$ cat src/rtl/ifu_inst_queue_if.sv
// Handshake bundle between the IFU, the instruction queue and the IDU.
// The queue takes the slave side; the fetch/decode side (or a bench) takes the master side.
interface ifu_inst_queue_if;
  logic        flush;
  logic        in_valid;
  logic        in_ready;
  logic [31:0] in_pc;
  logic [31:0] in_inst;
  logic        out_valid;
  logic        out_ready;
  logic [31:0] out_pc;
  logic [31:0] out_inst;
  logic [1:0]  out_ctrl;

  modport master (
    output flush, in_valid, in_pc, in_inst, out_ready,
    input  in_ready, out_valid, out_pc, out_inst, out_ctrl
  );

  modport slave (
    input  flush, in_valid, in_pc, in_inst, out_ready,
    output in_ready, out_valid, out_pc, out_inst, out_ctrl
  );
endinterface

$ cat src/rtl/ifu_inst_queue.sv
// Decoupling queue of predecoded {pc, inst} pairs between IFU and IDU.
// A redirect flush empties the queue in one cycle; there is no write-to-read bypass.
module ifu_inst_queue #(
  parameter int DEPTH = 4
) (
  input logic             clock,
  input logic             reset,
  ifu_inst_queue_if.slave q
);
  localparam int          PW   = $clog2(DEPTH);
  localparam logic [PW:0] FULL = (PW + 1)'(DEPTH);

  logic [31:0]   pc_q   [DEPTH];
  logic [31:0]   pc_d   [DEPTH];
  logic [31:0]   inst_q [DEPTH];
  logic [31:0]   inst_d [DEPTH];
  logic [1:0]    ctrl_q [DEPTH];
  logic [1:0]    ctrl_d [DEPTH];
  logic [PW-1:0] rd_ptr_q, rd_ptr_d;
  logic [PW-1:0] wr_ptr_q, wr_ptr_d;
  logic [PW:0]   cnt_q, cnt_d;
  logic          push, pop;

  // Class is taken from inst[6:2] only, so compressed-looking low bits are ignored.
  function automatic logic [1:0] predecode(input logic [31:0] inst);
    logic [1:0] cls;
    case (inst[6:2])
      5'b11000:          cls = 2'd1;
      5'b11011, 5'b11001: cls = 2'd2;
      5'b11100, 5'b00011: cls = 2'd3;
      default:           cls = 2'd0;
    endcase
    return cls;
  endfunction

  // in_ready depends on registered occupancy only, keeping out_ready off that path.
  assign q.in_ready  = (cnt_q != FULL);
  assign q.out_valid = (cnt_q != '0) & ~q.flush;
  assign push        = q.in_valid & q.in_ready & ~q.flush;
  assign pop         = q.out_valid & q.out_ready;

  assign q.out_pc   = pc_q[rd_ptr_q];
  assign q.out_inst = inst_q[rd_ptr_q];
  assign q.out_ctrl = ctrl_q[rd_ptr_q];

  always_comb begin
    pc_d     = pc_q;
    inst_d   = inst_q;
    ctrl_d   = ctrl_q;
    rd_ptr_d = rd_ptr_q;
    wr_ptr_d = wr_ptr_q;
    cnt_d    = cnt_q;
    if (q.flush) begin
      rd_ptr_d = '0;
      wr_ptr_d = '0;
      cnt_d    = '0;
    end else begin
      if (push) begin
        pc_d[wr_ptr_q]   = q.in_pc;
        inst_d[wr_ptr_q] = q.in_inst;
        ctrl_d[wr_ptr_q] = predecode(q.in_inst);
        wr_ptr_d         = wr_ptr_q + PW'(1);
      end
      if (pop) begin
        rd_ptr_d = rd_ptr_q + PW'(1);
      end
      cnt_d = cnt_q + {{PW{1'b0}}, push} - {{PW{1'b0}}, pop};
    end
  end

  always_ff @(posedge clock) begin
    if (reset) begin
      for (int i = 0; i < DEPTH; i++) begin
        pc_q[i]   <= '0;
        inst_q[i] <= '0;
        ctrl_q[i] <= '0;
      end
      rd_ptr_q <= '0;
      wr_ptr_q <= '0;
      cnt_q    <= '0;
    end else begin
      pc_q     <= pc_d;
      inst_q   <= inst_d;
      ctrl_q   <= ctrl_d;
      rd_ptr_q <= rd_ptr_d;
      wr_ptr_q <= wr_ptr_d;
      cnt_q    <= cnt_d;
    end
  end
endmodule

$ cat src/flat_wrapper.sv
// flat-port wrapper written by rule: the top's interface ports become plain ports
module ifu_inst_queue_flat 
#(
  parameter int DEPTH = 4
)
  (clock, reset, q_flush, q_in_valid, q_in_pc, q_in_inst, q_out_ready, q_in_ready, q_out_valid, q_out_pc, q_out_inst, q_out_ctrl);
  ifu_inst_queue_if q_i ();
  input logic clock;
  input logic reset;
  input wire logic [$bits(q_i.flush)-1:0] q_flush;
  input wire logic [$bits(q_i.in_valid)-1:0] q_in_valid;
  input wire logic [$bits(q_i.in_pc)-1:0] q_in_pc;
  input wire logic [$bits(q_i.in_inst)-1:0] q_in_inst;
  input wire logic [$bits(q_i.out_ready)-1:0] q_out_ready;
  output wire logic [$bits(q_i.in_ready)-1:0] q_in_ready;
  output wire logic [$bits(q_i.out_valid)-1:0] q_out_valid;
  output wire logic [$bits(q_i.out_pc)-1:0] q_out_pc;
  output wire logic [$bits(q_i.out_inst)-1:0] q_out_inst;
  output wire logic [$bits(q_i.out_ctrl)-1:0] q_out_ctrl;
  assign q_i.flush = q_flush;
  assign q_i.in_valid = q_in_valid;
  assign q_i.in_pc = q_in_pc;
  assign q_i.in_inst = q_in_inst;
  assign q_i.out_ready = q_out_ready;
  assign q_in_ready = q_i.in_ready;
  assign q_out_valid = q_i.out_valid;
  assign q_out_pc = q_i.out_pc;
  assign q_out_inst = q_i.out_inst;
  assign q_out_ctrl = q_i.out_ctrl;
  ifu_inst_queue #(.DEPTH(DEPTH)) u_core (.clock(clock), .reset(reset), .q(q_i));
endmodule
$ cat config.mk
export PLATFORM = sky130hd
export DESIGN_NAME = ifu_inst_queue_flat
export DESIGN_NICKNAME = d
export VERILOG_FILES = /design/src/rtl/ifu_inst_queue_if.sv /design/src/rtl/ifu_inst_queue.sv /design/src/flat_wrapper.sv
export SDC_FILE = /design/constraint.sdc
export NUM_CORES = 1
export LEC_CHECK = 0
export ABC_AREA = 1
export CORE_MARGIN = 2
export CORE_UTILIZATION = 55
export CTS_CLUSTER_SIZE = 20
export DETAILED_ROUTE_END_ITERATION = 12
export GPL_ROUTABILITY_DRIVEN = 0
export PLACE_DENSITY_LB_ADDON = 0.3
export SETUP_SLACK_MARGIN = 0.1
export SYNTH_ARGS = -nofsm -noshare
export SYNTH_HDL_FRONTEND = slang
export SYNTH_SLANG_ARGS = --single-unit
$ cat constraint.sdc
create_clock -name clock -period 2.4 [get_ports clock]
set_input_delay 0.24 -clock clock [delete_from_list [all_inputs] [get_ports clock]]
set_output_delay 0.24 -clock clock [all_outputs]
set_load 0.005 [all_outputs]
## After elaboration in Yosys (flattened, before gate mapping)

Index checks and enable logic that the tools add are counted.

| word-level totals | value |
|---|---|
| bits of input ports | 69 |
| register bits after elaboration | 271 |

| cells by class | value |
|---|---|
| reduce and logical (&&, ||, !) cells | 6 |
| eq/ne operators | 6 |
| muxes and demuxes | 19 |
| $lt $le $gt $ge | 3 |
| add/subtract/negate cells | 4 |
| bitwise operators | 7 |

Operators by type and width:

| cell | number |
|---|---|
| $bwmux 128 | 2 |
| $mux 32 | 5 |
| $bmux 32 s2 | 2 |
| $demux 32 s2 | 1 |
| $eq 5x5->1 const B | 4 |
| $mux 2 | 5 |
| $bwmux 8 | 1 |
| $ge 3x3->1 const B | 2 |
| $not 2->3 | 2 |
| $pmux 2 s3 | 1 |
| $reduce_or 2->1 | 3 |
| $eq 5x2->1 const B | 1 |
| $add 2x1->2 const B | 2 |
| $and 1x1->1 | 4 |
| $bmux 2 s2 | 1 |
| $demux 2 s2 | 1 |
| $add 3x1->3 | 1 |
| $lt 3x1->1 const B | 1 |
| $ne 3x3->1 const B | 1 |
| $reduce_bool 3->1 | 1 |
| $sub 3x1->3 | 1 |
| $reduce_and 2->1 | 1 |
| $logic_and 1x1->1 | 1 |
| $not 1->1 | 1 |

## Longest topological paths before layout

Gate-level depths: netlist (run 1).

| depth | value |
|---|---|
| word-level depth | 6 |
| mapped depth | 12 |
| gate-level depth less buffers | 12 |

## Least setup slack after synthesis (run 1)

No wires, ideal clock.

| timing | value |
|---|---|
| path kind | register -> register |
| start point | register u_core.cnt_q[1] |
| end point | register u_core.cnt_q[2] |
| arrival time | 1.804 ns |
| path slack | 0.480 ns |
| buffers on the path | 0 |
| clock period less this slack | 1.920 ns |
| stages on the path, launching flop included | 13 |
| cell sequence | dfxtp_1 > nor2_4 > nand2_1 > nand3_1 > inv_1 > ha_1 > inv_1 > ha_1 > inv_1 > fa_1 > xor2_1 > inv_1 > nor2_1 |

| on the way | value |
|---|---|
| elaborated cells between the ends (all ways) | 8 |
| classes of those cells | 2 x add/sub; 1 x eq/ne; 4 x bitwise; 1 x reduce/logical |

RTL lines:

| item | RTL line | RTL |
|---|---|---|
| start, declared | ifu_inst_queue.sv:21 | `logic [PW:0] cnt_q, cnt_d;` |
| start signal, assigned | ifu_inst_queue.sv:87 | `cnt_q <= cnt_d;` |
| $reduce_bool 3->1 | ifu_inst_queue.sv:38 | `assign q.out_valid = (cnt_q != '0) & ~q.flush;` |
| $and 1x1->1 | ifu_inst_queue.sv:38 |  |
| $and 1x1->1 | ifu_inst_queue.sv:40 | `assign pop = q.out_valid & q.out_ready;` |
| named net u_core.pop | ifu_inst_queue.sv:22 | `logic push, pop;` |
| $sub 3x1->3 | ifu_inst_queue.sv:67 | `cnt_d = cnt_q + {{PW{1'b0}}, push} - {{PW{1'b0}}, pop};` |

The timed path passes the listed nets, and every way through them passes these cells.
A chain may end at the register's enable or synchronous reset.

## Worst setup path after layout (run 1)

| timing | value |
|---|---|
| start point | register u_core.rd_ptr_q[0] |
| end point | output q_out_inst[20] |

| on the way | value |
|---|---|
| word-level cells in the longest chain between the ends | 4 |

RTL lines:

| item | RTL line | RTL |
|---|---|---|
| start, declared | ifu_inst_queue.sv:19 | `logic [PW-1:0] rd_ptr_q, rd_ptr_d;` |
| start signal, assigned | ifu_inst_queue.sv:85 | `rd_ptr_q <= rd_ptr_d;` |
| $not 2->3 (not written as such) | ifu_inst_queue.sv:43 | `assign q.out_inst = inst_q[rd_ptr_q];` |
| $bmux 32 s2 | ifu_inst_queue.sv:43 |  |
| $mux 32 (not written as such) (2 in a row) | ifu_inst_queue.sv:43 |  |
| end, declared | flat_wrapper.sv:18 | `output wire logic [$bits(q_i.out_inst)-1:0] q_out_inst;` |

Every way passes these cells. The select of a mux whose other input is x is not followed.

==> run summary, run 1 <==
The net count of the mapped netlist came out at 2193. The die is 158 um tall. 0 antenna diodes ended up in the layout. The final number of setup-violating endpoints is 3. The run finished, with violations left. sky130_fd_sc_hd__dfxtp_1 takes more of the synthesized area than any other cell. The routing usage on met1 came out at 30.9%. The final-stage net count is 2273.

In this run, the combinational gates consume 9.9% of the power. The leakage power came out at 8.39 nW. The number of buffers inserted by port buffering came out at 136. The checks that failed: setup timing. For the worst setup path, the data required time is 2160 ps. The estimated wirelength of the detail-placed design came out at 18800 um. The total detailed-routing wirelength came out at 31600 um. The number of slew-limit violations in the final report came out at 0. The overall die area is 24900 um2. Setup repair after global routing could not meet its margin everywhere. For this run, the top clock speed supported by timing is 0.414 GHz. The floorplan step set the die width to 158 um. The kind of launch point of the worst setup path is a flip-flop. Once layout is done, the placed cells without fillers occupy 15800 um2.

The global-route usage over all layers is 25.1%. The total of warnings raised by yosys is 0. Across all setup checks in the final design, the least slack found is -13.7 ps. The number of clock buffers added by TritonCTS is 29. The register bit total from synthesis is 271. The routed layout has 12.3k vias. The clock-pin slew on the worst setup and hold paths is 60 ps. The count of nets left with antenna violations after detail routing is 0.

The switching power as a share of total power is 24.0%. The average detailed-routed wire length per instance is 12.5 um. In this run the worst path has a maximum fanout of 24.

The netlist area before placement is 13000 um2. The top-level I/O count came out at 137. Internal power comes to 7.66 mW. The starting density of the core came out at 55.7%. The worst-case headroom to the max-slew limit is 65.2%. Of the cells placed in the final design, the portion with a size suffix greater than 1 is 5.18%. The proportion of netlist area held by the largest area contributor came out at 41.7%.

The minimum setup slack among reg-to-reg paths came out at 350 ps. The count of placed standard cells in the final layout, fillers left out is 2538. The proportion of power drawn by the clock network is 43.4%.

STA classifies the critical path endpoint as an output port. Max-cap violations in this run came to 0. Global routing finished with a remaining overflow of 0. The detailed-route vias per instance came out at 4.86. The share of the yosys chip area belonging to registers came out at 41.7%.

The later pin in the worst-skew pair is clocked with a latency of 550 ps. In this run the cell area measured after placement is 14600 um2. Dividing the final minimum period by the clock period gives 101%. The remaining design rule violation count is 0. The setup skew after layout came out at 20.8 ps. The cell count after placement came out at 2478.

The worst hold path belongs to the class in -> reg. The routing usage on met3 is 4.05%. By area the synthesized netlist is led by sky130_fd_sc_hd__dfxtp_1 42%, sky130_fd_sc_hd__nand2_1 18%, sky130_fd_sc_hd__nor2_1 15%. TritonCTS built the clock tree. In this run the power spent charging and discharging nets is 2.42 mW. The type of the worst setup path is reg -> out. CTS built an H-tree with a depth of 1. The layer flagged by global routing as most heavily used is met2. For met2 alone, demand over resource in global routing was 45.5%. The power density relative to cell area is 638 nW/um2. Entering global routing, the biggest net connects 89 pins. The area growth from synthesis to layout is 21.5%. The worst slack at placement is 133 ps. The final hold violation count is 0.

The routed design could run at a clock period as short as 2410 ps. The number of sinks driven by the clock tree is 271. Synthesis produced a netlist whose cell count is 2117.

The number of library cell types mapped by synthesis came out at 21. The first global-routing pass estimated 52400 um of wire. For the pin with the worst max-slew slack, the measured transition is 522 ps. STA puts the critical path data arrival time at 2170 ps. The via count of the first global-routing pass came to 11.3k. The CTS root buffer is sky130_fd_sc_hd__clkbuf_16. The iteration-0 DRC count of the detailed router is 743. The final design utilization is 67.7%. The average footprint of a synthesized cell is 6.14 um2. The worst IR drop on VDD is 0.000568 V. The area of the placeable core is 23300 um2.

The count of TritonRoute iterations in the first routing pass came out at 7. The initial antenna violation count came out at 0. The proportion of power drawn by flip-flops and latches is 46.7%.

The standard-cell row count came out at 56. The clock passes through at most 3 buffers.
## layout make-up
| cell class | instances | area [um2] |
|---|---|---|
| fill | 2062 | 7530 |
| multi-input combinational | 1435 | 5950 |
| sequential | 271 | 5430 |
| timing repair buffer | 178 | 2000 |
| inverter | 282 | 1080 |
| clock buffer | 43 | 858 |
| tap | 319 | 399 |
| clock inverter | 10 | 82.6 |
## path summary, 6_finish.rpt
check / startpoint / endpoint / depth (start not counted)
hold / removal: q_in_inst[29] / u_core.inst_q[29] / 3
hold reg to reg: u_core.inst_q[47] / u_core.inst_q[47] / 4
setup reg to reg: u_core.cnt_q[1] / u_core.cnt_q[2] / 12
setup / recovery: u_core.rd_ptr_q[0] / q_out_inst[20] / 4
## synth_stat cells
library cell / count
sky130_fd_sc_hd__nand2_4: 1
sky130_fd_sc_hd__dfxtp_1: 271
sky130_fd_sc_hd__o21ai_0: 67
sky130_fd_sc_hd__buf_6: 6
sky130_fd_sc_hd__nand4_4: 2
sky130_fd_sc_hd__nand4_2: 2
sky130_fd_sc_hd__ha_1: 6
sky130_fd_sc_hd__nor2_1: 536
sky130_fd_sc_hd__nand2_1: 609
sky130_fd_sc_hd__fa_1: 1
sky130_fd_sc_hd__nand3_1: 4
sky130_fd_sc_hd__clkbuf_1: 55
sky130_fd_sc_hd__buf_2: 56
sky130_fd_sc_hd__xor2_1: 2
sky130_fd_sc_hd__buf_4: 12
sky130_fd_sc_hd__nor3_1: 1
sky130_fd_sc_hd__nand3b_1: 1
sky130_fd_sc_hd__inv_1: 280
sky130_fd_sc_hd__a21oi_1: 202
sky130_fd_sc_hd__nor2_4: 1
sky130_fd_sc_hd__inv_2: 2
## through the flow
stage                     TNS (ps)  hold slack [ps]  power [mW]
final                        -24.4              360        10.1
after floorplan                  0              365        5.33
after detailed placement         0              497        5.82
after CTS                    -57.1              341        10.1
after global placement           0              496        5.79
after global routing         -2050              374        10.5
## registers in the layout, summed over array words and instances (netlist names)
| register | cells |
|---|---|
| u_core.pc_q | 128 |
| u_core.inst_q | 128 |
| u_core.wr_ptr_q | 2 |
| u_core.rd_ptr_q | 2 |
| u_core.cnt_q | 3 |
| u_core.ctrl_q | 8 |
## critical path: stages (launching register included)
cell                              delay, ps
sky130_fd_sc_hd__dfxtp_4                390
sky130_fd_sc_hd__buf_4                  340
sky130_fd_sc_hd__a21oi_1                130
sky130_fd_sc_hd__a21oi_1                240
sky130_fd_sc_hd__clkdlybuf4s50_1        540
## what timing repair did
item                                    4_1_cts  5_1_grt
endpoints found under the setup margin       66       42
endpoints found under the hold margin         0        0
hold buffers                                  0        0
cloned                                        3        0
setup buffers                                 4        0
resized for setup                            56       25
## cell usage in the layout, fill, tap and decap left out, types with 2 or more instances in the layout
cell	n
sky130_fd_sc_hd__clkbuf_8	8
sky130_fd_sc_hd__a21oi_1	189
sky130_fd_sc_hd__buf_16	4
sky130_fd_sc_hd__buf_4	15
sky130_fd_sc_hd__dfxtp_4	2
sky130_fd_sc_hd__dfxtp_1	269
sky130_fd_sc_hd__clkdlybuf4s50_1	101
sky130_fd_sc_hd__o21ai_1	15
sky130_fd_sc_hd__nor2_1	536
sky130_fd_sc_hd__nand4_4	4
sky130_fd_sc_hd__a21oi_2	13
sky130_fd_sc_hd__nand3_1	4
sky130_fd_sc_hd__xor2_1	2
sky130_fd_sc_hd__ha_1	6
sky130_fd_sc_hd__nand2_1	609
sky130_fd_sc_hd__inv_1	278
sky130_fd_sc_hd__buf_6	5
sky130_fd_sc_hd__o21ai_0	52
sky130_fd_sc_hd__inv_6	3
sky130_fd_sc_hd__clkinv_2	7
sky130_fd_sc_hd__clkbuf_16	29
sky130_fd_sc_hd__dlygate4sd2_1	25
sky130_fd_sc_hd__dlymetal6s2s_1	8
sky130_fd_sc_hd__buf_12	17
sky130_fd_sc_hd__clkbuf_1	6
## layer usage
metal,vias to the layer above,share of wire (%)
li1,6439,-
met5,-,0
met3,43,4.9
met2,238,48
met1,5624,45
met4,0,2.0
## logic make-up (layout without fill, tap and decap cells)
group | Yosys count | after routing | synth area share [%]
XOR/XNOR | 2 | 2 | 0.135
buffers and inverters | 411 | 513 | 13.1
AND/OR/NAND/NOR | 1157 | 1157 | 34.0
flip-flops | 271 | 271 | 41.7
AO/OA/AOI/OAI | 269 | 269 | 10.4
adder cells (fa/ha/maj) | 7 | 7 | 0.731
## power by group through the flow
stage          registers, mW  logic, mW  clock network, mW
3_5_place_dp            4.81       1.01                  0
3_3_place_gp            4.80      0.985                  0
6_report                4.71      0.996               4.37
2_1_floorplan           4.79      0.539                  0
5_1_grt                 4.72       1.12               4.64
4_1_cts                 4.71       1.00               4.44
No activity file was read; power rests on OpenSTA's default activity.
==> run 2, diff against run 1 <==
REMOVE_ABC_BUFFERS = 1   (was unset)
==> run 2 against run 1 <==
The flow now finishes without violations. Utilization is 0.27 points higher. Sequential share of layout area shrank 0.14 points. Clock-buffer cell count fell by 3. Highest routed layer unchanged. Combinational power is 2.1% lower. Largest cell class unchanged. Largest power group unchanged. Routed wire length increased by 2.8%. Non-clock buffer count rose by 2. Critical path depth up 2.
==> run summary, run 2 (synthesis results as in run 1) <==
The fraction of final layout cells sized beyond drive strength 1 is 5.09%. For this configuration, the core starts out at a cell density of 55.7%. Total power for the finished layout comes to 10.1 mW. The worst-margin pin slew is 477 ps. The number of buffers created by CTS came out at 29.

The via count of the first global-routing pass was 11.4k. For this block, the routed nets add up to 32500 um of wire. The critical path goes through inv_16 > buf_8 > o21ai_1 > a21oi_1 > a21oi_1 > clkdlybuf4s50_1. The longest clock path from root to sink contains 3 buffers. The final-stage net count is 2276. The detailed-route vias per instance is 4.91. The path class of the tightest hold or removal check is in -> reg. The time the worst path needs with I/O delays and setup came out at 2290 ps. The H-tree level count is 1. STA classifies the critical path endpoint as an output port. The initial antenna violation count came out at 0. The clock tree from TritonCTS is yes. The remaining global-route overflow came out at 0. Entering global routing, the biggest net connects 97 pins.

The repair_antennas step left the layout with diodes totalling 0. The final number of setup-violating endpoints is 0. The cell type of the slowest stage on the worst timing path is sky130_fd_sc_hd__clkdlybuf4s50_1.

CTS placed an instance of sky130_fd_sc_hd__clkbuf_16 at the clock tree root. The global-route wire length before repair came out at 53100 um. The overall die area is 24900 um2. The number of maximum-capacitance constraint violations is 0. The estimated wirelength of the detail-placed design is 18400 um. The largest fanout on the critical path came out at 21.

The count of nets left with antenna violations after detail routing is 0. The worst stage delay on the critical path came out at 510 ps. The worst hold slack is 375 ps. The kind of launch point of the worst setup path is a flip-flop. In this run the count of I/O pins placed on the die edge is 137.

After detailed routing, the average wire length per cell comes to 12.8 um. The arrival time of the worst setup path is 2050 ps. The floorplan step set the die height to 158 um.

The minimum setup slack among reg-to-reg paths came out at 350 ps. For the worst setup path, the data required time is 2160 ps. By startpoint and endpoint, the worst setup path is classified as reg -> out. The library cells used most frequently in the layout, excluding fill and tap cells, are 609 x sky130_fd_sc_hd__nand2_1, 536 x sky130_fd_sc_hd__nor2_1, 278 x sky130_fd_sc_hd__inv_1. The standard-cell row count came out at 56. The most numerous cell type found on the critical path is sky130_fd_sc_hd__a21oi_1.

The iteration-0 DRC count of the detailed router is 822. The flow ran to the end, and the final reports show no timing, DRC or antenna violations. Clock skew on the completed layout was measured at 7.99 ps. Leaving out fill and tap cells, the most frequent cell in the layout is sky130_fd_sc_hd__nand2_1. The number of slew-limit violations in the final report is 0. The global-route usage over all layers is 25.8%. The final critical path takes up 95.3% of the cycle.

In this run the horizontal extent of the chip is 158 um. The final hold violation count is 0. The count of TritonRoute iterations in the first routing pass is 5. The worst-case headroom to the max-slew limit came out at 68.1%.

The clock-pin slew on the worst setup and hold paths came out at 60 ps. In the final layout, the registers with the most flip-flops are u_core.inst_q x128, u_core.pc_q x128, u_core.ctrl_q x8. During placement, the flow inserted port buffers numbering 136.

The growth of design area from synthesis to finish came out at 21.9%. The leakage power came out at 8.48 nW. The power density relative to cell area came out at 635 nW/um2.

Setup repair after global routing could not meet its margin everywhere. The number of sinks driven by the clock tree is 271. The remaining design rule violation count is 0. The highest achievable clock rate came out at 0.437 GHz.

The worst IR drop on VDD came out at 0.000694 V. The floorplan step defined a core boundary enclosing 23300 um2. Detailed routing inserted a total of 12.5k vias. The clock latency reported for the late side of the worst-skew pair came out at 530 ps.
-- run 2: cell count changes in the layout (fill, tap and decap cells not counted), moves of 2 or more --
cell | before | now
sky130_fd_sc_hd__a21oi_1 | 189 | 193
sky130_fd_sc_hd__a21oi_2 | 13 | 9
sky130_fd_sc_hd__buf_12 | 17 | 19
sky130_fd_sc_hd__buf_16 | 4 | 6
sky130_fd_sc_hd__buf_4 | 15 | 9
sky130_fd_sc_hd__buf_8 | 0 | 3
sky130_fd_sc_hd__clkbuf_8 | 8 | 6
sky130_fd_sc_hd__clkdlybuf4s50_1 | 101 | 71
sky130_fd_sc_hd__dlygate4sd2_1 | 25 | 62
sky130_fd_sc_hd__dlymetal6s2s_1 | 8 | 2
-- run 2: worst paths after layout --
kind | from | to | cells past startpoint
worst max register to register | u_core.cnt_q[1] | u_core.cnt_q[2] | 12
worst min register to register | u_core.ctrl_q[3] | u_core.ctrl_q[3] | 4
worst min-delay path | q_in_inst[22] | u_core.inst_q[22] | 3
worst max-delay path | u_core.rd_ptr_q[0] | q_out_inst[15] | 6
-- run 2: per-stage QoR --
stage               utilization [%]  cells  instance area, um2  setup slack [ps]  setup TNS, ps
global placement               62.6   2475               14600               155              0
detailed placement             62.6   2475               14600               118              0
floorplan                         -   1988               12400             -1840        -567300
global route                   68.0   2539               15900              7.07              0
finish                         68.0   2539               15900               114              0
CTS                            67.9   2537               15800             -31.1          -31.1
-- run 2: metal layers --
metal  share of wire, %  global-route usage [%]  vias up  routed length [um]
met5                  0                       0        -                   0
met4                2.0                    6.80        0                 636
met3                5.3                    3.42       43                1720
met2                 49                    46.5      303               15800
met1                 44                    32.4     5666               14400
li1                   -                       -     6459                   -
-- run 2: where the power goes --
part	switching [mW]	internal [mW]	total (mW)
clock network	1.78	2.60	4.38
registers	0.0670	4.64	4.71
logic	0.554	0.421	0.975
-- run 2: final cells by class --
type | count | area (um2)
Fill cell | 2011 | 7470
Multi-Input combinational cell | 1435 | 5930
Sequential cell | 271 | 5430
Timing Repair Buffer | 180 | 2060
Inverter | 282 | 1090
Clock buffer | 40 | 827
Tap cell | 319 | 399
Clock inverter | 11 | 108
Timing Repair inverter | 1 | 8.76
-- run 2: worst max-delay path: cells and delay by family (launching register included) --
family                 cells  cell delay [ps]
flip-flops                 1              430
AO/OA/AOI/OAI              3              300
buffers and inverters      3              770
-- run 2: repair_timing --
action / CTS / global route
resized for setup: 115 / 8
gates cloned: 7 / 0
buffers inserted: 4 / 2
pin swaps: 1 / 0
hold buffers: 0 / 0
endpoints found under the setup margin: 66 / 8
hold endpoints to repair: 0 / 0
